### src/rtl/types_pkg.sv
// Shared types for the instruction path: machine-word bus, decoded opcode
// classes, encoder FSM states and the RV32I field constants the encoder emits.
package types_pkg;

    typedef logic [31:0] DATA_BUS;

    // Two-bit opcode class; encodings 2 and 3 are deliberately unassigned (illegal).
    typedef enum logic [1:0] {
        OP_ADDI = 2'd0,
        OP_BNE  = 2'd1
    } opcode;

    typedef enum logic [1:0] {
        ST_IDLE = 2'd0,
        ST_LOAD = 2'd1,
        ST_FULL = 2'd2
    } encoder_state;

    localparam logic [2:0] F3_ADDI    = 3'b000;
    localparam logic [2:0] F3_BNE     = 3'b001;
    localparam logic [6:0] OPC_OP_IMM = 7'b0010011;
    localparam logic [6:0] OPC_BRANCH = 7'b1100011;

endpackage

### src/rtl/instr_pack.sv
// Combinational RV32I packer for the addi/bne subset; flags requests that
// cannot be encoded (unknown opcode, out-of-range or misaligned immediate).
module instr_pack
    import types_pkg::*;
(
    input  opcode       op,
    input  logic [4:0]  rd,
    input  logic [4:0]  rs1,
    input  logic [4:0]  rs2,
    input  logic [12:0] imm,
    output DATA_BUS     word,
    output logic        legal
);

    always_comb begin
        word  = '0;
        legal = 1'b0;
        case (op)
            OP_ADDI: begin
                // 13-bit value fits in 12 signed bits only if the top two bits agree
                legal = (imm[12] == imm[11]);
                word  = {imm[11:0], rs1, F3_ADDI, rd, OPC_OP_IMM};
            end
            OP_BNE: begin
                legal = ~imm[0];
                word  = {imm[12], imm[10:5], rs2, rs1, F3_BNE, imm[4:1], imm[11], OPC_BRANCH};
            end
            default: begin
                word  = '0;
                legal = 1'b0;
            end
        endcase
    end

endmodule

### src/rtl/instr_encoder.sv
// Sequential program loader: packs accepted requests and writes them to
// consecutive instruction-memory words starting at BASE_ADDR.
//
// Handshake: a request transfers on a rising edge where req_valid && req_ready
// and start is low; req_valid may not be withdrawn by the encoder, and
// req_ready depends only on registered state, never on req_valid.
module instr_encoder
    import types_pkg::*;
#(
    parameter logic [31:0] BASE_ADDR = 32'h0,
    parameter int          DEPTH     = 64,
    localparam int         CW        = $clog2(DEPTH) + 1
)(
    input  logic          clk,
    input  logic          rst,
    input  logic          start,
    input  logic          req_valid,
    output logic          req_ready,
    input  opcode         req_op,
    input  logic [4:0]    req_rd,
    input  logic [4:0]    req_rs1,
    input  logic [4:0]    req_rs2,
    input  logic [12:0]   req_imm,
    input  logic          req_last,
    output logic          mem_we,
    output DATA_BUS       mem_addr,
    output DATA_BUS       mem_wdata,
    output logic          done,
    output logic          full,
    output logic          err,
    output logic [CW-1:0] count,
    output logic [1:0]    dbg_state
);

    encoder_state state_q;
    DATA_BUS      pack_word;
    logic         pack_legal;
    logic         accept;
    logic         at_last_slot;

    instr_pack u_pack (
        .op    (req_op),
        .rd    (req_rd),
        .rs1   (req_rs1),
        .rs2   (req_rs2),
        .imm   (req_imm),
        .word  (pack_word),
        .legal (pack_legal)
    );

    assign req_ready    = (state_q == ST_LOAD);
    assign dbg_state    = state_q;
    assign accept       = req_valid && req_ready && !start;
    assign at_last_slot = (count == CW'(DEPTH - 1));

    always_ff @(posedge clk) begin
        if (rst) begin
            state_q   <= ST_IDLE;
            mem_we    <= 1'b0;
            mem_addr  <= '0;
            mem_wdata <= '0;
            done      <= 1'b0;
            full      <= 1'b0;
            err       <= 1'b0;
            count     <= '0;
        end else begin
            mem_we <= 1'b0;
            done   <= 1'b0;
            if (start) begin
                state_q <= ST_LOAD;
                full    <= 1'b0;
                err     <= 1'b0;
                count   <= '0;
            end else if (accept) begin
                if (pack_legal) begin
                    mem_we    <= 1'b1;
                    mem_addr  <= BASE_ADDR + (DATA_BUS'(count) << 2);
                    mem_wdata <= pack_word;
                    count     <= count + CW'(1);
                    if (at_last_slot) begin
                        full <= 1'b1;
                    end
                end else begin
                    err <= 1'b1;
                end
                // last wins over full: a program that exactly fills memory still ends in IDLE
                if (req_last) begin
                    state_q <= ST_IDLE;
                    done    <= 1'b1;
                end else if (pack_legal && at_last_slot) begin
                    state_q <= ST_FULL;
                end
            end
        end
    end

endmodule

### config.mk
export PLATFORM = sky130hd
export DESIGN_NAME = instr_encoder
export DESIGN_NICKNAME = d
export VERILOG_FILES = /design/src/rtl/types_pkg.sv /design/src/rtl/instr_pack.sv /design/src/rtl/instr_encoder.sv
export SDC_FILE = /design/constraint.sdc
export NUM_CORES = 1
export LEC_CHECK = 0
export CORE_UTILIZATION = 46
export DETAILED_ROUTE_END_ITERATION = 16
export PLACE_DENSITY = 0.84
export SETUP_SLACK_MARGIN = 0.02
export SLEW_MARGIN = 10
export SYNTH_ARGS = -nofsm -noshare
export SYNTH_HDL_FRONTEND = slang
export SYNTH_HIERARCHICAL = 1
export SYNTH_SLANG_ARGS = --single-unit
### constraint.sdc
create_clock -name clk -period 5.1 [get_ports clk]
set_clock_uncertainty 0.2 [all_clocks]
set_input_delay 1.53 -clock clk [delete_from_list [all_inputs] [get_ports clk]]
set_output_delay 1.53 -clock clk [all_outputs]
set_load 0.005 [all_outputs]
==> results of run 1 <==
==> routing by layer <==
layer / track usage / routed length (um) / vias up / part of all wire
met5: 0 / 0 / - / 0
li1: - / - / 1176 / -
met4: 0.04340 / 58 / 0 / 0.0092
met3: 0.06190 / 517 / 8 / 0.082
met2: 0.3366 / 2893 / 117 / 0.46
met1: 0.2853 / 2812 / 1094 / 0.45
==> cells in the final DEF, fill, tap and decap left out <==
master | netlist | routed
o21ai_0 | 43 | 43
nor4_2 | 2 | 2
nor2_1 | 5 | 5
inv_6 | 0 | 1
nand4_1 | 1 | 1
xnor2_1 | 1 | 1
or3_1 | 3 | 3
or4_1 | 2 | 2
conb_1 | 2 | 29
o21a_1 | 2 | 2
nor2b_2 | 1 | 1
inv_1 | 5 | 5
dfxtp_1 | 52 | 52
buf_4 | 34 | 6
o221a_2 | 1 | 1
o31a_1 | 1 | 1
nor2b_1 | 11 | 11
or2_2 | 1 | 1
nand2_1 | 4 | 4
ha_1 | 1 | 1
clkdlybuf4s50_1 | 0 | 87
a22o_1 | 1 | 1
and4b_1 | 1 | 1
a21oi_1 | 44 | 44
nand2b_1 | 2 | 2
clkinv_4 | 0 | 2
nor3_1 | 2 | 2
nand4b_4 | 1 | 1
a31oi_1 | 1 | 1
clkbuf_8 | 0 | 5
a211oi_1 | 1 | 1
mux2i_1 | 12 | 12
nand3_1 | 42 | 42
nor2_2 | 9 | 9
o31ai_1 | 2 | 2
==> flip-flops by register name, summed over array words and instances, names as in the netlist <==
| name | count |
|---|---|
| count | 7 |
| dbg_state | 2 |
| done | 1 |
| err | 1 |
| full | 1 |
| mem_addr | 7 |
| mem_wdata | 32 |
| mem_we | 1 |
==> critical path: cells and delay by family <==
family,cells,cell delay (ps)
AND/OR/NAND/NOR,3,1450
buffers and inverters,1,560
AO/OA/AOI/OAI,2,390
==> stage by stage <==
step | hold slack, ps | instances
floorplan | 260.5 | 343
global placement | 262.3 | 446
detailed placement | 267.9 | 446
CTS | 284.7 | 454
global route | 310.4 | 454
finish | 280.2 | 454
==> logic make-up (layout without fill, tap and decap cells) <==
kind of cell | count (synthesis) | in the layout | share of synthesized area
simple gates | 87 | 87 | 0.1952
other cells | 2 | 29 | 0.002900
xor+xnor | 1 | 1 | 0.003382
flops | 52 | 52 | 0.4019
buf+inv | 65 | 106 | 0.1493
mux | 12 | 12 | 0.04638
compound gates | 96 | 96 | 0.1961
fa+ha+maj | 1 | 1 | 0.004830
==> where the power goes <==
part	total (W)	switching, W	internal, W
combinational	0.0000932	0.0000494	0.0000438
clock	0.000245	0.000144	0.000100
sequential	0.000410	0.00000193	0.000408
total	0.000748	0.000196	0.000552
==> path summary, 6_finish.rpt <==
| check | to | slack, ps | cells after the start |
|---|---|---|---|
| worst min register to register | mem_wdata[24] | 280 | 2 |
| worst min-delay path | mem_wdata[24] | 280 | 2 |
| worst max-delay path | count[4] | 1210 | 6 |
| worst max register to register | count[4] | 3020 | 3 |
==> area by class of cell <==
type,instances,share of cell area
Multi-Input combinational cell,226,0.3693
Timing Repair Buffer,93,0.2676
Clock inverter,3,0.007678
Clock buffer,5,0.02011
Sequential cell,52,0.3042
Tap cell,70,0.02559
Inverter,5,0.005484
==> impl_metrics.yaml, run 1 <==
worst_setup_path:
  critPathLaunchType: "input port"
  cp.required_ps: 5150
  slowest_stage: "or4_1"
  worstSetupStartpoint: "req_op[1]"
  cp_cell_sequence: "clkdlybuf4s50_1, nor2b_2, a22o_1, nand4b_4, or4_1, a21oi_1"
  endpoint_kind: "register"
  crit_type: "in -> reg"
  critPathArrivalTime_ps: 3950
  r2r_start: "dbg_state[0]"
  critPathMaxStageDelay_ps: 690
  critPathMaxFanout: 52
cts:
  tritoncts: "done"
  clk_latency_ps: 310
  clockBufferDepth: 2
  clock-sinks: 52
  numCtsBuffers: 5
  cts_setup_buffers: 0
  cts_root_buf: "clkbuf_8"
  clk_pin_slew_ps: 100
  h-tree-depth: 2
  cts_resized: 0
  holdBufCountCts: 0
drt:
  initialDrtViolationCount: 152
  final_antenna_net_count: 0
  wl_per_cell_um: 13.83
  drc: 0
  routed-via-count: 2395
  via_per_inst: 5.275
  firstDrtPassIters: 5
  drt_wl_total_um: 6281
final_layout:
  diodes: 0
  final_util: 0.6493
  seq_area_sq_mm: 0.001041
  syn2layout_area_growth_pct: 32.13
  fill_cells: 473
  multi_input_area_sq_mm: 0.001264
  fin_nets: 419
  final_area_sq_mm: 0.003422
  drive_gt1_frac: 0.07552
grt:
  grt_pass1_vias: 2141
  grt_pass1_wl_um: 10170
  grt-ovfl-total: 0
  grt_usage: 0.2121
  antenna_found_initial: 0
  grt_max_degree: 53
power:
  power_density_mw_per_mm2: 218.6
  totalPowerFinal_w: 0.0007480
  power.leakage_nw: 1.212
  ir_worst_vdd_mv: 0.1350
run:
  drv_cap: 0
yosys:
  synth_area_leaders: "dfxtp_1 (40%), buf_4 (9.9%), a21oi_1 (8.5%)"
  synth_cells: 316
  ys.flop_type: "dfxtp_1"
  synth_area_sq_mm: 0.002590
  synth_seq_cells: 52
  synthArstFlopShare: 0
  synth_top_area_frac: 0.4019
  avgSynthCellArea_sq_um: 8.196
  ys_seq_area_frac: 0.4019
  synthTopCellsByCount: "dfxtp_1 (52), a21oi_1 (44), o21ai_0 (43), nand3_1 (42), buf_4 (34)"
  synth_cell_types: 34
  ys_warn_count: 6
  synth.most_common_cell: "dfxtp_1"
  synth_top_area_cell: "dfxtp_1"
  synth_edf_count: 0
placement:
  placed_cell_area_sq_mm: 0.003327
  gp_congestion: 0.7996
  io_buffers: 87
  dpl.hpwl_um: 4344
  place_ws_ps: 922.6
outcome:
  outcome: "completed"
timing:
  worst-slew-pin-transition_ps: 626.1
  final.setup.worst_slack_ps: 1206
  setup_viol: 0
  slew_violations: 0
  setup_tns_ps: 0
  max_freq_mhz: 256.8
  slew_headroom: 0.5820
  rsz0062_at_grt: "no"
  fin_crit_ps: 3894
  fin_crit_sh: 0.7635
  hold_viol: 0
floorplan:
  start_util: 0.4915
  core_sq_mm: 0.005270
  die_area_sq_mm: 0.005934
  boundaryPins: 113
  rows: 26
  die_w_um: 77.04
  die_h_um: 77.04
hold_path:
  min-delay-start: "mem_wdata[24]"
  hp-class: "reg -> reg"
Power figures use the tool's default switching activity.
==> run 2, diff against run 1 <==
--- a/config.mk
+++ b/config.mk
@@ -5,9 +5,9 @@
 export SDC_FILE = /design/constraint.sdc
 export NUM_CORES = 1
 export LEC_CHECK = 0
-export CORE_UTILIZATION = 46
+export CORE_UTILIZATION = 38
 export DETAILED_ROUTE_END_ITERATION = 16
-export PLACE_DENSITY = 0.84
+export PLACE_DENSITY = 0.74
 export SETUP_SLACK_MARGIN = 0.02
 export SLEW_MARGIN = 10
 export SYNTH_ARGS = -nofsm -noshare
==> constraint.sdc (replaced) <==
create_clock -name clk -period 3.4 [get_ports clk]
set_clock_uncertainty 0.2 [all_clocks]
set_input_delay 1.02 -clock clk [delete_from_list [all_inputs] [get_ports clk]]
set_output_delay 1.02 -clock clk [all_outputs]
set_load 0.005 [all_outputs]
==> impl_metrics.yaml, run 2 (synthesis results as in run 1) <==
outcome:
  outcome: "finished, violations left"
  violations: "DRC"
cts:
  clock-sinks: 52
  tritoncts: "done"
  numCtsBuffers: 5
  cts_root_buf: "clkbuf_8"
  clk_pin_slew_ps: 90
  h-tree-depth: 2
  cts_setup_buffers: 0
  clockBufferDepth: 2
  holdBufCountCts: 0
  clk_latency_ps: 290
  cts_resized: 0
final_layout:
  largest_reg_flops: 32
  fin_nets: 423
  diodes: 0
  top_register: "mem_wdata"
  fill_cells: 624
  top_regs: "mem_wdata: 32 flops, count: 7 flops, mem_addr: 7 flops"
  layout_commonest_cell: "clkdlybuf4s50_1"
  fin_cells: 464
  syn2layout_area_growth_pct: 32.75
  drive_gt1_frac: 0.08269
  final_cell_mix: "clkdlybuf4s50_1 (86), dfxtp_1 (52), a21oi_1 (44)"
worst_setup_path:
  r2r_start: "count[0]"
  r2r_cells: 4
  cp_top_family: "simple AND/OR/NAND/NOR gates"
  slowest_stage: "clkdlybuf4s50_1"
  path_buf_inv: 1
  critPathMaxStageDelay_ps: 520
  critPathLaunchType: "input port"
  crit_type: "in -> reg"
  critPathMaxFanout: 14
  critPathArrivalTime_ps: 2980
  regToRegSetupSlack_ps: 1680
  cp_cell_sequence: "clkdlybuf4s50_1, nor2b_2, a22o_1, nand4b_4, nor4_2, o221a_2"
  r2r_end: "dbg_state[1]"
  endpoint_kind: "register"
  cp.required_ps: 3440
hold_path:
  hold_depth: 2
  hp-class: "reg -> reg"
  min-delay-start: "mem_wdata[28]"
  holdPathEnd: "mem_wdata[28]"
timing:
  rsz0062_at_grt: "no"
  fin_crit_ps: 2939
  max_freq_mhz: 340.2
  worst-slew-pin-transition_ps: 832.1
  holdWs_ps: 279.2
  slew_violations: 0
  hold_viol: 0
  slew_headroom: 0.4452
  setup_viol: 0
  setup_tns_ps: 0
  fin_crit_sh: 0.8644
drt:
  drc: 17
  routed-via-count: 2364
  final_antenna_net_count: 0
  wl_met2_um: 3091
  initialDrtViolationCount: 114
  wl_met1_um: 2906
  wl_per_cell_um: 13.80
  firstDrtPassIters: 10
  via_per_inst: 5.095
  dr_wl_met3_um: 349
  routed.top_layer: "met4"
  drt_wl_total_um: 6405
placement:
  dpl.hpwl_um: 4439
  gp_congestion: 0.8175
  placed_cells: 457
  io_buffers: 87
grt:
  antenna_found_initial: 0
  grt_pass1_vias: 2182
  grt_usage: 0.1753
  grt_pass1_wl_um: 10240
  grt-ovfl-total: 0
  grt_max_degree: 45
floorplan:
  die_area_sq_mm: 0.007150
  start_util: 0.4010
  rows: 29
  core_sq_mm: 0.006459
  boundaryPins: 113
  die_h_um: 84.56
  die_w_um: 84.56
power:
  power_density_mw_per_mm2: 316.9
  totalPowerFinal_w: 0.001090
  ir_worst_vdd_mv: 0.1396
  power.leakage_nw: 1.223
run:
  drv_cap: 0
## run 2: cell types whose count changed in the layout (fill, tap and decap cells not counted)
cell	delta
buf_4	+4
clkinv_4	-2
buf_2	+1
clkbuf_1	+1
clkdlybuf4s50_1	-1
clkinv_2	+1
inv_6	-1
## run 2: layer usage
| layer | track usage | vias to the layer above |
|---|---|---|
| li1 | - | 1176 |
| met2 | 0.3023 | 83 |
| met4 | 0.04931 | 0 |
| met3 | 0.04228 | 6 |
| met5 | 0 | - |
| met1 | 0.2181 | 1099 |
## run 2: worst max path at each step
stage / cells after the start / endpoint / slack (ps) / from
CTS: 6 / dbg_state[1] / 470 / req_op[0]
floorplan: 6 / count[6] / 930 / req_op[0]
global route: 6 / dbg_state[1] / 320 / req_op[0]
detailed placement: 6 / dbg_state[1] / 160 / req_op[0]
finish: 6 / dbg_state[1] / 460 / req_op[0]
global placement: 6 / count[4] / 240 / req_op[0]
## run 2: report_power, final
group | internal, W | total (W) | switching [W]
registers | 0.000612 | 0.000615 | 0.00000288
clock network | 0.000141 | 0.000332 | 0.000192
logic | 0.0000670 | 0.000142 | 0.0000752
## run 2: area by class of cell
cell class	count	area, sq um	share of cell area
Clock buffer	6	72.57	0.02111
Clock inverter	1	5.005	0.001456
Inverter	5	18.77	0.005459
Multi-Input combinational cell	226	1264	0.3675
Sequential cell	52	1041	0.3028
Tap cell	77	96.34	0.02802
Timing Repair Buffer	97	940.9	0.2737
## run 2: through the flow
stage,utilization,worst slack [ps],cell area [sq um]
after floorplan,-,928.1,2691
after global placement,0.5203,244.3,3361
after detailed placement,0.5203,155.9,3361
after CTS,0.5324,473.0,3438
after global routing,0.5324,318.9,3438
final,0.5324,460.9,3438
## run 2: worst register-to-register path: cells and delay by family (launching register included)
kind	cells	cell delay (ps)
and+or+nand+nor	2	540
AOI/OAI and AO/OA	1	270
adders and majority gates	1	200
DFF	1	460
